--- src/rtl/seg_pkg.sv ---
// Shared constants and FSM state type for the BCD digit feeder and the
// 7-segment display path it drives.
package seg_pkg;
  localparam int NUM_DIGITS = 4;
  localparam int DIGIT_W    = 4;
  localparam int BCD_W      = NUM_DIGITS * DIGIT_W;
  localparam int MAX_VAL    = 9999;
  localparam logic [DIGIT_W-1:0] ERR_DIGIT = 4'hE;

  typedef enum logic [1:0] {IDLE, CONV, LATCH} state_e;
endpackage

--- src/rtl/bcd_digit_feeder_add3.sv ---
// bcd_add3_stage: combinational double-dabble correction. Every BCD nibble
// that is >= 5 gets +3 so the following left shift carries correctly into
// the next decimal digit.
//   bcd_i : BCD field before correction
//   bcd_o : BCD field after per-nibble add-3
module bcd_add3_stage
  import seg_pkg::*;
(
  input  logic [BCD_W-1:0] bcd_i,
  output logic [BCD_W-1:0] bcd_o
);

  for (genvar g = 0; g < NUM_DIGITS; g++) begin : g_nib
    logic [DIGIT_W-1:0] nib;
    assign nib = bcd_i[g*DIGIT_W +: DIGIT_W];
    assign bcd_o[g*DIGIT_W +: DIGIT_W] = (nib >= 4'd5) ? nib + 4'd3 : nib;
  end

endmodule

--- src/rtl/bcd_digit_feeder.sv ---
// bcd_digit_feeder: sequential binary-to-BCD converter (shift-add-3, one
// shift per clock) feeding a 4-digit multiplexed 7-segment driver. Digit and
// dot outputs are registers that update all at once when a conversion ends,
// so the display never sees partial results.
//   clk, rst_n        : clock, async active-low reset
//   start, bin, dot_in: conversion request, value, decimal-point flags
//   val3..val0        : thousands..units digits
//   dot3..dot0        : decimal-point flags, latched with the digits
//   busy, done, ovf   : in-progress, one-cycle result strobe, bin > MAX_VAL
// Build option: define BCD_FEEDER_SATURATE_EN to show 9999 on overflow
// instead of EEEE.
module bcd_digit_feeder
  import seg_pkg::*;
#(
  parameter int BIN_W   = 14,
  parameter int MAX_VAL = seg_pkg::MAX_VAL
) (
  input  logic             clk,
  input  logic             rst_n,
  input  logic             start,
  input  logic [BIN_W-1:0] bin,
  input  logic [3:0]       dot_in,
  output logic [3:0]       val3,
  output logic [3:0]       val2,
  output logic [3:0]       val1,
  output logic [3:0]       val0,
  output logic             dot3,
  output logic             dot2,
  output logic             dot1,
  output logic             dot0,
  output logic             busy,
  output logic             done,
  output logic             ovf
);

  localparam int SR_W  = BCD_W + BIN_W;
  localparam int CNT_W = $clog2(BIN_W) + 1;
  localparam logic [31:0] MAX_U = 32'(MAX_VAL);

`ifdef BCD_FEEDER_SATURATE_EN
  localparam logic [BCD_W-1:0] OVF_DIGITS = {NUM_DIGITS{4'd9}};
`else
  localparam logic [BCD_W-1:0] OVF_DIGITS = {NUM_DIGITS{ERR_DIGIT}};
`endif

  state_e             state_q, state_d;
  logic [SR_W-1:0]    sr_q, sr_d;
  logic [CNT_W-1:0]   cnt_q, cnt_d;
  logic [3:0]         dot_hold_q, dot_hold_d;
  logic               ovf_pend_q, ovf_pend_d;
  logic [BCD_W-1:0]   digits_q, digits_d;
  logic [3:0]         dots_q, dots_d;
  logic               busy_q, busy_d;
  logic               done_q, done_d;
  logic               ovf_q, ovf_d;
  logic [BCD_W-1:0]   bcd_adj;

  bcd_add3_stage u_add3 (
    .bcd_i (sr_q[SR_W-1 -: BCD_W]),
    .bcd_o (bcd_adj)
  );

  always_comb begin
    state_d    = state_q;
    sr_d       = sr_q;
    cnt_d      = cnt_q;
    dot_hold_d = dot_hold_q;
    ovf_pend_d = ovf_pend_q;
    digits_d   = digits_q;
    dots_d     = dots_q;
    busy_d     = busy_q;
    done_d     = 1'b0;
    ovf_d      = ovf_q;
    case (state_q)
      IDLE: begin
        if (start) begin
          sr_d       = {{BCD_W{1'b0}}, bin};
          dot_hold_d = dot_in;
          ovf_pend_d = (32'(bin) > MAX_U);
          cnt_d      = '0;
          busy_d     = 1'b1;
          state_d    = CONV;
        end
      end
      CONV: begin
        // correction and shift happen in the same cycle
        sr_d  = {bcd_adj[BCD_W-2:0], sr_q[BIN_W-1:0], 1'b0};
        cnt_d = cnt_q + 1'b1;
        if (cnt_q == CNT_W'(BIN_W - 1)) state_d = LATCH;
      end
      LATCH: begin
        digits_d = ovf_pend_q ? OVF_DIGITS : sr_q[SR_W-1 -: BCD_W];
        dots_d   = dot_hold_q;
        ovf_d    = ovf_pend_q;
        done_d   = 1'b1;
        busy_d   = 1'b0;
        state_d  = IDLE;
      end
      default: state_d = IDLE;
    endcase
  end

  always_ff @(posedge clk or negedge rst_n) begin
    if (!rst_n) begin
      state_q    <= IDLE;
      sr_q       <= '0;
      cnt_q      <= '0;
      dot_hold_q <= '0;
      ovf_pend_q <= 1'b0;
      digits_q   <= '0;
      dots_q     <= '0;
      busy_q     <= 1'b0;
      done_q     <= 1'b0;
      ovf_q      <= 1'b0;
    end else begin
      state_q    <= state_d;
      sr_q       <= sr_d;
      cnt_q      <= cnt_d;
      dot_hold_q <= dot_hold_d;
      ovf_pend_q <= ovf_pend_d;
      digits_q   <= digits_d;
      dots_q     <= dots_d;
      busy_q     <= busy_d;
      done_q     <= done_d;
      ovf_q      <= ovf_d;
    end
  end

  assign {val3, val2, val1, val0} = digits_q;
  assign {dot3, dot2, dot1, dot0} = dots_q;
  assign busy = busy_q;
  assign done = done_q;
  assign ovf  = ovf_q;

endmodule

--- config.mk ---
export PLATFORM = sky130hd
export DESIGN_NAME = bcd_digit_feeder
export DESIGN_NICKNAME = d
export VERILOG_FILES = /design/src/rtl/seg_pkg.sv /design/src/rtl/bcd_digit_feeder_add3.sv /design/src/rtl/bcd_digit_feeder.sv
export SDC_FILE = /design/constraint.sdc
export NUM_CORES = 1
export LEC_CHECK = 0
export ABC_AREA = 1
export BUFFER_PORTS_ARGS = -buffer_cell sky130_fd_sc_hd__buf_2
export CAP_MARGIN = 20
export CORE_UTILIZATION = 31
export DETAILED_ROUTE_END_ITERATION = 8
export GPL_ROUTABILITY_DRIVEN = 0
export PLACE_DENSITY = 0.53
export SYNTH_ARGS = -nofsm -noshare
export SYNTH_HDL_FRONTEND = slang
export SYNTH_SLANG_ARGS = --single-unit
export TNS_END_PERCENT = 5
--- constraint.sdc ---
create_clock -name clk -period 1.5 [get_ports clk]
set_clock_uncertainty 0.05 [all_clocks]
set_input_delay 0.075 -clock clk [delete_from_list [all_inputs] [get_ports clk]]
set_output_delay 0.075 -clock clk [all_outputs]
set_load 0.01 [all_outputs]
# Yosys cells after proc, flatten, opt, wreduce, memory -nomap -nowiden
# Cells that the tools add are included.
# word_totals
n_memories,0
latchBits,0
ff_bits,65
input_bits,21
ramBits,0
word_cells,47
mem_bits_ro,0
# op_classes
multipliers,0
div,0
eq_ne,5
shift,0
bitwise_logic,0
magnitude_cmp,5
add_sub_neg,5
n_reduce_logical,7
n_mux,15
# op_table
operator,count
$pmux W30 S2,1
$mux W30,1
$ge A4 B3 Y1 const B,4
$mux W16,1
$gt A14 B14 Y1 const B,1
$add A4 B2 Y4 const B,3
$mux W4,3
$pmux W5 S2,1
$reduce_and A2 Y1,4
$add A5 B1 Y5 const B,1
$eq A5 B4 Y1 const B,1
$mux W5,1
$mux W2,2
$ne A2 B2 Y1 const B,2
$pmux W2 S2,1
$reduce_bool A2 Y1,2
$add A3 B2 Y3 const B,1
$mux W3,1
$eq A2 B1 Y1 const B,1
$eq A2 B2 Y1 const B,1
$logic_not A2 Y1,1
$mux W1,2
$pmux W1 S2,1

# Logic depth before layout (Yosys ltp)
# Gate-level depths: netlist (run 1).
# logic_depth
word_depth,3
ltp_mapped,8
mapped_depth_nobuf,8

# Hierarchy
# A second synthesis (run 1) with hierarchy kept.
# unflattened
hier_cells,401
hier_area_um2,3270.6
# by_module_without_submodules
mod,cells_per_inst,seq_area_each_um2,area_per_inst_um2,instances
bcd_digit_feeder,313,1626.6,2780.2,1
bcd_add3_stage,88,0.0,490.5,1

# Worst setup path before layout (run 1)
# Ideal clock, no wire load.
# synth_path
path_type,reg2reg
startpoint,reg sr_q[14]
endpoint,reg sr_q[18]
required_ns,1.326
arrival_ns,1.030
path_slack_ns,0.297
path_buffers,0
path_stages_with_launch,8
cell_sequence,dfrtp_1 > inv_1 > ha_1 > inv_1 > nand2_1 > nand3_1 > nand2_1 > o21bai_1
# synth_via
elab_chain_cells,3
elab_cells_between_ends,4
# synth_lines
element,line,text
start: declaration,bcd_digit_feeder.sv:47,"logic [SR_W-1:0] sr_q, sr_d;"
start signal: assignment,bcd_digit_feeder.sv:117,sr_q <= sr_d;
$add A4 B2 Y4 or $ge A4 B3 Y1 (tied branches),bcd_digit_feeder_add3.sv:16,assign bcd_o[g*DIGIT_W +: DIGIT_W] = (nib >= 4'd5) ? nib + 4'd3 : nib;
$mux W4 (*),bcd_digit_feeder_add3.sv:16,
$pmux W30 S2 (*),bcd_digit_feeder.sv:74,case (state_q)
# Every way passes the cells marked *; elsewhere a longest branch is shown, timed or not.
# A chain may end at the register's enable or synchronous reset.

# Worst setup path after layout (run 1)
# layout_path
startpoint,reg sr_q[23]
endpoint,reg sr_q[26]
# The elaborated chain is that of the path after synthesis.

==> impl_results.md, run 1 <==
* DRC viols at 1
* Fraction of layout cells with a size suffix above 1 at ~21%
* Largest net degree at the start of global routing at 66
* H-tree Lvls at 3
* CP arrival at about 1.5 ns
* Slew Limit Headroom at 75.3%
* Initial core utilization at between 30% and 40%
* Syn Area/Cell at 8.58 um2
* #FFs+latches synth at 65
* VDD IR-drop max at about 0.58 mV
* Final setup vio count at 0
* Port Buf Inserts at 43
* Critical Path Source Type: register
* Post-layout min period at between 1 and 1.5 ns
* Total Power at approximately 7.4 mW
* Critical path required time at 1.68 ns
* Failing checks: DRC
* Antenna Cells at 0
* Hold Path Class: in2reg
* Die span in x at 102 um
* CTS tree: done
* CP Max Fanout at 5
* Via count at 2579
* Synth Area in XOR/XNOR at less than 1%
* Cells after synthesis at 359
* Core area at roughly 0.0097 mm2
* Post-synthesis mux area share at 0%
* Site row count at 36
* Root Buffer: clkbuf_8
* Compound-gate portion of the synthesized area at between 10 and 15%
* Total grt overflow at 0
* Detail Route Antenna Nets at 0
* Post-Synth Simple-Gate Area at 24.9%
* CTS Buf Count at 9
* Setup CP Type: reg2reg
* Die extent in y at 102 um
* Initial DRC count at around 160
* Total wire length at 6.99 mm
* Mapped cell area at about 0.0031 mm2
* RSZ-0062 raised after global routing: false
* Hold_sp: bin[2]
* Full die area at between 0.01 and 0.015 mm2
* Worst slew pin tran at approximately 0.37 ns
* DRT Pass-1 Iters at 6
* Pins over their slew limit at 0
* Post-synthesis sequential area ratio at a little over half
* DPL Wire Length at roughly 4.5 mm
* GRT Total Usage at approximately 15%
* Vias in the first global route at about 2500
* Final hold violation count at 0
* Synth warn at 0
* Fin crit share at between 90 and 100%
* Worst R2R Start: sr_q[23]$_DFFE_PN0P_
* Yosys top cell area share at about 53%
* Largest family of logic cells by synthesized area: simple AND/OR/NAND/NOR gates
* Top cells by area, synth: dfrtp_1 (53%), nand2_1 (14%), nand3_1 (5.2%), inv_1 (4.3%), ha_1 (4.1%)
* Longest Clk Path Bufs at 2
* Post-Synth Adder-Cell Area at 4.06%
* Yosys cell types at 23
* Final setup TNS at 0 ns
* Worst-path clk slew at about 0.07 ns
* # IOs at 44
* First-pass GRT wire length at 11.8 mm
* Clock sink count at 65
* DR vias/cell at between 4 and 5
* Dpl cells at around 530
* P&R area growth vs syn at 25.9%
* Yosys top cell by area: dfrtp_1
* Initial antenna violation count at 0
* Crit path from: sr_q[23]$_DFFE_PN0P_
* Clk_lat worst skew at around 0.34 ns
* Max Cap Viol at 0
* Mapped Nets at a little under 400
* Layout net count at 460
* Post-Layout Cell Count at 566
* CP endpoint kind: register
* Max Fclk at 732 MHz
* LEAKAGE at between 1.5 and 2 nW
* Power Density at around 1900 mW/mm2
* Status: finished, violations left
* Routed length per instance at 12.4 um
[report_power, final]
part	switching [mW]	internal, mW	leakage [nW]
logic	1.76	1.13	1.08
clock network	0.686	0.969	0.104
registers	0.465	2.44	0.796
[layout by cell type, fill, tap and decap left out, drive strengths merged]
| cell type | synthesis | routed |
|---|---|---|
| clkinvlp | 0 | 2 |
| buf | 10 | 51 |
| inv | 42 | 42 |
| o21ai | 32 | 32 |
| o21bai | 3 | 3 |
| xnor2 | 1 | 1 |
| nand4 | 8 | 8 |
| nor2 | 23 | 23 |
| ha | 10 | 10 |
| clkbuf | 0 | 10 |
| a21oi | 16 | 16 |
| dlygate4sd3 | 0 | 18 |
| nand3 | 33 | 33 |
| clkinv | 0 | 1 |
| nand2 | 114 | 114 |
| dfrtp | 65 | 65 |
| o22ai | 1 | 1 |
| o211ai | 1 | 1 |
| bufinv | 0 | 2 |
[final timing paths]
| kind | end | slack (ns) | cells past startpoint |
|---|---|---|---|
| max reg2reg | sr_q[26]$_DFFE_PN0P_ | 0.13 | 7 |
| max in group asynchronous | cnt_q[1]$_DFFE_PN0P_ | 0.87 | 3 |
| max | sr_q[26]$_DFFE_PN0P_ | 0.13 | 7 |
| min in group asynchronous | done$_DFF_PN0_ | 0.21 | 3 |
| min | sr_q[2]$_DFFE_PN0P_ | 0.02 | 5 |
| min reg2reg | dots_q[1]$_DFFE_PN0P_ | 0.43 | 2 |
[cell families (layout without fill, tap and decap cells)]
group           after synthesis  count (layout)
xor+xnor                      1               1
simple gates                178             178
flops                        65              65
buf+inv                      52             126
fa+ha+maj                    10              10
compound gates               53              53
[area by class of cell]
| type | instances | area (um2) |
|---|---|---|
| Fill cell | 989 | 5810 |
| Sequential cell | 65 | 1630 |
| Multi-Input combinational cell | 242 | 1220 |
| Timing Repair Buffer | 69 | 493 |
| Tap cell | 133 | 166 |
| Inverter | 42 | 158 |
| Clock buffer | 10 | 138 |
| Clock inverter | 5 | 80.1 |
[state kept, by name, indices dropped and copies added (netlist names)]
register,count
sr_q,30
digits_q,16
cnt_q,5
dot_hold_q,4
dots_q,4
state_q,2
busy,1
done,1
ovf,1
ovf_pend_q,1
[metrics by stage]
stage	hold WS, ns	worst slack [ns]	cell area [um2]	util [%]
2_1_floorplan	-0.271	0.297	3080	-
3_3_place_gp	0.0725	0.154	3450	35.7
3_5_place_dp	0.0708	0.0640	3450	35.7
4_1_cts	0.00445	0.0501	3850	39.8
5_1_grt	0.0235	0.0163	3880	40.1
6_report	0.0180	0.134	3880	40.1
[critical path, stage by stage, from the launching register on]
cell and delay (ns):
dfrtp_1 0.40, inv_1 0.17, ha_1 0.19, inv_1 0.04, nand2_1 0.10, nand3_1 0.14, nand2_1 0.10, o21bai_1 0.07
[synth_stat cells]
library cell	n
o22ai_2	1
buf_4	2
nand2_1	111
dfrtp_1	65
o21ai_0	22
nand3_4	1
a21oi_1	16
xnor2_1	1
nor2_4	1
inv_2	7
nand2_2	1
nand3_1	32
inv_1	35
nand2_4	2
o21ai_2	9
nand4_1	8
ha_1	10
nor2_1	22
buf_2	4
o21bai_1	3
o211ai_1	1
buf_6	4
o21ai_1	1
[routing by layer]
metal  GRT usage (%)  wire length, um  share of wire (%)  vias up
met1            19.8             3340                 48     1213
met4            7.02              121                1.7        0
met3            3.93              342                4.9       15
li1                -                -                  -     1295
met5               0                0                  0        -
met2            22.7             3190                 46       56
[what timing repair did]
item / in CTS / in global routing
endpoints found under the hold margin: 82 / 0
hold buffers: 18 / 0
setup buffers: 0 / 2
setup endpoints to repair: 0 / 6
resized for setup: 0 / 1
Power figures use the tool's default switching activity.
==> inputs of run 2 (changes only) <==
--- a/config.mk
+++ b/config.mk
@@ -5,13 +5,12 @@
 export SDC_FILE = /design/constraint.sdc
 export NUM_CORES = 1
 export LEC_CHECK = 0
-export ABC_AREA = 1
 export BUFFER_PORTS_ARGS = -buffer_cell sky130_fd_sc_hd__buf_2
 export CAP_MARGIN = 20
 export CORE_UTILIZATION = 31
 export DETAILED_ROUTE_END_ITERATION = 8
 export GPL_ROUTABILITY_DRIVEN = 0
-export PLACE_DENSITY = 0.53
+export PLACE_DENSITY = 0.54
 export SYNTH_ARGS = -nofsm -noshare
 export SYNTH_HDL_FRONTEND = slang
 export SYNTH_SLANG_ARGS = --single-unit
==> run 2 against run 1 <==
The flow now finishes without violations. Sequential share of layout area decreased by 0.12 points. Non-clock buffer count increased by 22. Total power increased by 3.8%. Cell count decreased by 13%. Largest power group is now combinational cells. Worst hold slack improved by 0.14 ns. Routed wire length decreased by 11%. Sequential power increased by 6%. Highest routed layer unchanged. Largest cell class unchanged. Synthesized cell count decreased by 19%. Clock power decreased by 23%.
==> impl_results.md, run 2 <==
* DRC viols at 0 (-1)
* Fin crit share at 96.3% (+5.3 points)
* Worst R2R Start: sr_q[19]$_DFFE_PN0P_
* RSZ-0062 raised after global routing: true
* Worst-path clk slew at 0.06 ns (about the same)
* Hold depth at 5 (unchanged)
* Synth cell count leaders: dfrtp_1 (65), nand2_1 (58), o21ai_0 (28)
* Hold Path Class: in2reg
* Fill count at 890 (-10%)
* Hold EP: ovf_pend_q$_DFFE_PN0P_
* Layout net count at 408 (-11%)
* Routed length per instance at 12.7 um (+3.0%)
* Longest Clk Path Bufs at 2 (unchanged)
* Fraction of layout cells with a size suffix above 1 at 30.0% (+9.4 points)
* H-tree Lvls at 3 (unchanged)
* Critical path required time at 1.71 ns (+0.03 ns)
* Critical Path Source Type: register
* Worst slew pin tran at 0.627 ns (+0.256 ns)
* Cells after synthesis at 292 (-19%)
* Max Cap Viol at 0 (unchanged)
* Synth Flop Type: dfrtp_1
* Core area at 0.00920 mm2 (-5.0%)
* Hold_sp: bin[7]
* Power Density at 1990 mW/mm2 (+3.5%)
* CP Max Fanout at 3 (-2)
* Die span in x at 99.0 um (-2.6%)
* Antenna Cells at 0 (unchanged)
* Slack of the critical path at 0.0549 ns (-0.0796 ns)
* Vias in the first global route at 2279 (-8.3%)
* Largest Register: sr_q
* Post-synthesis async set-or-reset flop share at 100% (unchanged)
* Synth warn at 0 (unchanged)
* Via count at 2351 (-8.8%)
* Worst reg2reg path depth at 6 (-1)
* VDD IR-drop max at 0.628 mV (+7.5%)
* Flop-to-flop setup slack at 0.05 ns (-0.08 ns)
* R2R Path End: sr_q[20]$_DFFE_PN0P_
* Max FFs per register at 30 (unchanged)
* Post-synth EDFFs at 0 (unchanged)
* Site row count at 35 (-2.8%)
* # IOs at 44 (unchanged)
* GRT Total Usage at 13.8% (-1.1 points)
* Post-Place Setup Slack at -0.0398 ns (-0.104 ns)
* Port Buf Inserts at 43 (unchanged)
* Detail Route Antenna Nets at 0 (unchanged)
* Status: completed
* Syn Area/Cell at 9.99 um2 (+16%)
* Biggest regs: sr_q x30, digits_q x16, cnt_q x5
* Count leader, synth: dfrtp_1
* Die extent in y at 99.0 um (-2.6%)
* DPL Wire Length at 4.23 mm (-6.7%)
* Post-layout min period at 1.45 ns (+0.0796 ns)
* Max Fclk at 692 MHz (-5.5%)
* Total wire length at 6.25 mm (-11%)
* Root Buffer: clkbuf_8
* Initial core utilization at 31.7% (-0.094 points)
* Final hold violation count at 0 (unchanged)
* Total grt overflow at 0 (unchanged)
* Most common cell after layout, fill and taps aside: dfrtp_1
* Yosys top cell area share at 55.7% (+3.0 points)
* Setup CP Type: reg2reg
* CTS tree: done
* Initial DRC count at 68 (-57%)
* Design area at 0.00389 mm2 (+0.29%)
* DR vias/cell at 4.79 (+5.1%)
* CP arrival at 1.66 ns (+0.12 ns)
* Area after DPL at 0.00344 mm2 (-0.25%)
* P&R area growth vs syn at 33.3%
* Top cells by area, synth: dfrtp_1 (56%), nand2_1 (7.5%), o21ai_0 (4.8%), ha_1 (4.3%), nand3_1 (3.3%)
* Mapped cell area at 0.00292 mm2 (-5.3%)
* LEAKAGE at 1.87 nW (-5.3%)
* Post-synthesis sequential area ratio at 55.7% (+3.0 points)
* CP endpoint kind: register
* Most frequent cells in the layout: dfrtp_1 (65), nand2_1 (58), buf_2 (43)
* Yosys cell types at 28 (+22%)
* Mapped Nets at 323 (-17%)
* #FFs+latches synth at 65 (unchanged)
* First-pass GRT wire length at 10.6 mm (-10%)
* Initial antenna violation count at 0 (unchanged)
* Largest net degree at the start of global routing at 39 (-41%)
* Yosys top cell by area: dfrtp_1
* Clk_lat worst skew at 0.33 ns (about the same)
* CTS Buf Count at 9 (unchanged)
* Clock sink count at 65 (unchanged)
* Slew Limit Headroom at 58.2% (-17 points)
* Full die area at 0.00980 mm2 (-5.2%)
* Pins over their slew limit at 0 (unchanged)
* DRT Pass-1 Iters at 5 (-1)
* Final setup vio count at 0 (unchanged)
[run 2: cell count changes after synthesis, moves of 9 or more]
cell / previous run / this run
inv_1: 35 / 11
nand2_1: 111 / 58
nand3_1: 32 / 19
o21ai_2: 9 / 0
o31ai_1: 0 / 12
a21oi_1: 16 / 5
a22oi_1: 0 / 11
[run 2: logic make-up (layout without fill, tap and decap cells)]
family	count (synthesis)	in the layout	share of synthesized area, %
muxes	8	8	3.09
buffers and inverters	28	116	4.12
adders and majority gates	10	10	4.29
and+or+nand+nor	111	111	17.0
AOI/OAI and AO/OA	63	63	13.7
xor gates and xnor gates	7	7	2.10
DFF	65	65	55.7
[run 2: routing by layer]
layer	GRT usage, %	part of all wire, %
met2	22.9	47
met3	4.54	4.1
met5	0	0
met1	17.2	48
met4	3.79	0.86
[run 2: critical path: stages, from the launching register on]
cell	delay, ns
dfrtp_1	0.36
inv_2	0.07
ha_2	0.17
nand2b_4	0.14
a21oi_4	0.16
mux2_4	0.32
o21ai_2	0.10
[run 2: where the power goes]
part	leakage [nW]	total, mW	internal, mW	switching (mW)
sequential	0.805	3.08	2.49	0.589
clock	0.0826	1.27	0.675	0.593
combinational	0.985	3.38	1.68	1.70
[run 2: repair_timing]
| action | in CTS | in global routing |
|---|---|---|
| setup endpoints to repair | 7 | 16 |
| hold endpoints to repair | 37 | 0 |
| buffers inserted | 1 | 0 |
| hold buffers | 20 | 0 |
| cloned | 0 | 0 |
| gates resized for setup | 5 | 26 |
| pin swaps | 1 | 5 |
[run 2: area by class of cell]
cell class	count	area (um2)	area share [%]
inverter	11	41.3	1.06
clock buffer	14	163	4.18
multi-input combinational	199	1250	32.2
tap	111	139	3.57
sequential	65	1630	41.8
timing repair buffer	91	667	17.1
[run 2: how the worst max path moves through the flow]
stage,from,endpoint
after CTS,sr_q[22]$_DFFE_PN0P_,sr_q[24]$_DFFE_PN0P_
final,sr_q[19]$_DFFE_PN0P_,sr_q[20]$_DFFE_PN0P_
after global routing,sr_q[14]$_DFFE_PN0P_,sr_q[16]$_DFFE_PN0P_
after global placement,sr_q[22]$_DFFE_PN0P_,sr_q[24]$_DFFE_PN0P_
after floorplan,sr_q[18]$_DFFE_PN0P_,sr_q[20]$_DFFE_PN0P_
after detailed placement,state_q[0]$_DFFE_PN0P_,sr_q[5]$_DFFE_PN0P_
[run 2: stage by stage]
stage | utilization (%) | instances | TNS (ns) | hold WS [ns] | power, mW
finish | 42.3 | 491 | 0 | 0.153 | 7.73
global route | 42.3 | 491 | -0.0381 | 0.176 | 8.39
CTS | 41.5 | 491 | 0 | 0.199 | 7.56
detailed placement | 37.5 | 456 | -0.236 | 0.0284 | 6.18
global placement | 37.5 | 456 | -0.00806 | 0.0279 | 6.09
floorplan | - | 292 | -0.0208 | -0.271 | 4.99
==> inputs of run 3 (changes only) <==
--- a/config.mk
+++ b/config.mk
@@ -8,9 +8,11 @@
 export BUFFER_PORTS_ARGS = -buffer_cell sky130_fd_sc_hd__buf_2
 export CAP_MARGIN = 20
 export CORE_UTILIZATION = 31
+export CTS_CLUSTER_SIZE = 12
 export DETAILED_ROUTE_END_ITERATION = 8
 export GPL_ROUTABILITY_DRIVEN = 0
 export PLACE_DENSITY = 0.54
+export SETUP_SLACK_MARGIN = 0.4
 export SYNTH_ARGS = -nofsm -noshare
 export SYNTH_HDL_FRONTEND = slang
 export SYNTH_SLANG_ARGS = --single-unit
==> run 3 against run 2 <==
Combinational power rose by 25%. Register-to-register slack got worse by 0.03 ns. Setup slack got worse by 0.027 ns. Global-route usage rose by 0.86 points. Sequential share of layout area fell by 5.1 points. Sequential power rose by 6.5%. Sequential cell count did not move. Critical path depth fell by 2. Non-clock buffer count rose by 1.
==> impl_results.md, run 3 (synthesis results as in run 2) <==
* Hold Path Class: in2reg
* RSZ-0062 raised after global routing: true
* Critical Path Source Type: register
* Pins over their slew limit at 0 (unchanged)
* CP arrival at 1.65 ns (about the same)
* Root Buffer: clkbuf_8
* Full die area at 0.00980 mm2 (unchanged)
* H-tree Lvls at 3 (unchanged)
* Vias in the first global route at 2236 (-1.9%)
* Initial antenna violation count at 0 (unchanged)
* Routed length per instance at 14.3 um (+12%)
* Biggest regs: sr_q x30, digits_q x16, cnt_q x5
* LEAKAGE at 2.03 nW (+8.2%)
* Site row count at 35 (unchanged)
* Comb pwr share at 45.9% (+2.1 points)
* Via count at 2387 (+1.5%)
* CTS Buf Count at 9 (unchanged)
* Fraction of layout cells with a size suffix above 1 at 45.8% (+16 points)
* Switching component of the power at 3.46 mW (+20%)
* VDD IR-drop max at 0.622 mV (-1.0%)
* DR vias/cell at 4.84 (+1.1%)
* P&R area growth vs syn at 52.4%
* Initial DRC count at 56 (-18%)
* Total grt overflow at 0 (unchanged)
* Final core occ at 48.4% (+6.1 points)
* First-pass GRT wire length at 11.1 mm (+5.3%)
* Internal at 5.75 mW (+19%)
* Setup CP Type: reg2reg
* DPL Wire Length at 4.25 mm (+0.52%)
* Max Cap Viol at 0 (unchanged)
* Largest Register: sr_q
* Area after DPL at 0.00349 mm2 (+1.2%)
* Clock sink count at 65 (unchanged)
* Design area at 0.00445 mm2 (+14%)
* Antenna Cells at 0 (unchanged)
* DRT Pass-1 Iters at 5 (unchanged)
* Final hold violation count at 0 (unchanged)
* Final setup vio count at 0 (unchanged)
* Layout net count at 409 (+0.25%)
* Post-Place Setup Slack at -0.0265 ns (+0.0133 ns)
* Initial core utilization at 31.7% (unchanged)
* CP Max Fanout at 38 (+35)
* Max FFs per register at 30 (unchanged)
* Fin crit share at 98.1% (+1.8 points)
* Slack of the critical path at 0.0279 ns (-0.0270 ns)
* Status: completed
* Port Buf Inserts at 43 (unchanged)
* Post-layout min period at 1.47 ns (+0.0270 ns)
* Core area at 0.00920 mm2 (unchanged)
* Power Density at 2070 mW/mm2 (+4.3%)
* CP endpoint kind: register
* Post-Layout Cell Count at 493 (+0.41%)
* Largest net degree at the start of global routing at 39 (unchanged)
* Clk_lat worst skew at 0.34 ns (about the same)
* Die span in x at 99.0 um (unchanged)
* Max Fclk at 679 MHz (-1.8%)
* Hold_ws at 0.138 ns (-0.0159 ns)
* Critical path required time at 1.68 ns (-0.03 ns)
* Worst slew pin tran at 0.507 ns (-0.120 ns)
* Most common cell after layout, fill and taps aside: dfrtp_1
* GRT Total Usage at 14.7% (+0.86 points)
* DRC viols at 0 (unchanged)
* CTS tree: done
* Total wire length at 7.03 mm (+13%)
* # IOs at 44 (unchanged)
* Die extent in y at 99.0 um (unchanged)
* Sw Ratio at 37.6% (+0.29 points)
* Sequential cell fraction of total power at 35.6% (-4.2 points)
* Detail Route Antenna Nets at 0 (unchanged)
* Longest Clk Path Bufs at 2 (unchanged)
* Clock power share at 18.6% (+2.2 points)
* Worst-path clk slew at 0.07 ns (about the same)
* Slew Limit Headroom at 66.2% (+8.0 points)
* Dpl cells at 447 (-2.0%)
* Most frequent cells in the layout: dfrtp_1 (60), buf_2 (43), nand2_1 (41)
==> run 3: worst max-delay path, stage by stage, from the launching register on <==
cell and delay (ns):
dfrtp_2 0.45, buf_6 0.14, nand2_4 0.08, buf_16 0.28, mux2_4 0.33
==> run 3: layout make-up <==
type                            instances  area, um2
Inverter                               11       43.8
Tap cell                              111        139
Timing Repair Buffer                   92        724
Fill cell                             870       4750
Sequential cell                        65       1630
Clock inverter                          2       60.1
Multi-Input combinational cell        199       1680
Clock buffer                           13        169
==> run 3: power by group through the flow <==
stage,Clock (mW),Combinational (mW),Sequential [mW]
5_1_grt,1.81,4.68,3.38
4_1_cts,1.74,3.53,3.12
2_1_floorplan,0,2.25,3.08
3_5_place_dp,0,3.24,3.14
6_report,1.71,4.23,3.28
3_3_place_gp,0,3.18,3.12
==> run 3: metal layers <==
layer  GRT usage, %  share of wire [%]  vias up
li1               -                  -     1175
met1           19.0                 47     1157
met2           24.0                 49       47
met3           3.97                3.4        8
met4           4.13               0.75        0
met5              0                  0        -
==> run 3: worst paths after layout <==
path	startpoint	endpoint	slack (ns)	depth (start not counted)
min	bin[10]	ovf_pend_q$_DFFE_PN0P_	0.14	5
min in group asynchronous	rst_n	digits_q[15]$_DFFE_PN0P_	0.18	2
min reg2reg	dot_hold_q[2]$_DFFE_PN0P_	dot_hold_q[2]$_DFFE_PN0P_	0.42	2
max	state_q[1]$_DFFE_PN0P_	ovf$_DFFE_PN0P_	0.03	4
max reg2reg	state_q[1]$_DFFE_PN0P_	ovf$_DFFE_PN0P_	0.03	4
max in group asynchronous	rst_n	sr_q[18]$_DFFE_PN0P_	0.59	3
==> run 3: repair_timing <==
item | CTS | global route
pin swaps | 7 | 63
hold endpoints to repair | 38 | 0
gates resized for setup | 9 | 111
hold buffers | 20 | 0
endpoints found under the setup margin | 64 | 65
cloned | 0 | 0
buffers inserted | 10 | 1
==> run 3: metrics by stage <==
step	total power [mW]	TNS [ns]
after floorplan	5.33	0
after global placement	6.31	-0.0153
after detailed placement	6.38	-0.157
after CTS	8.38	0
after global routing	9.87	-0.0372
final	9.21	0
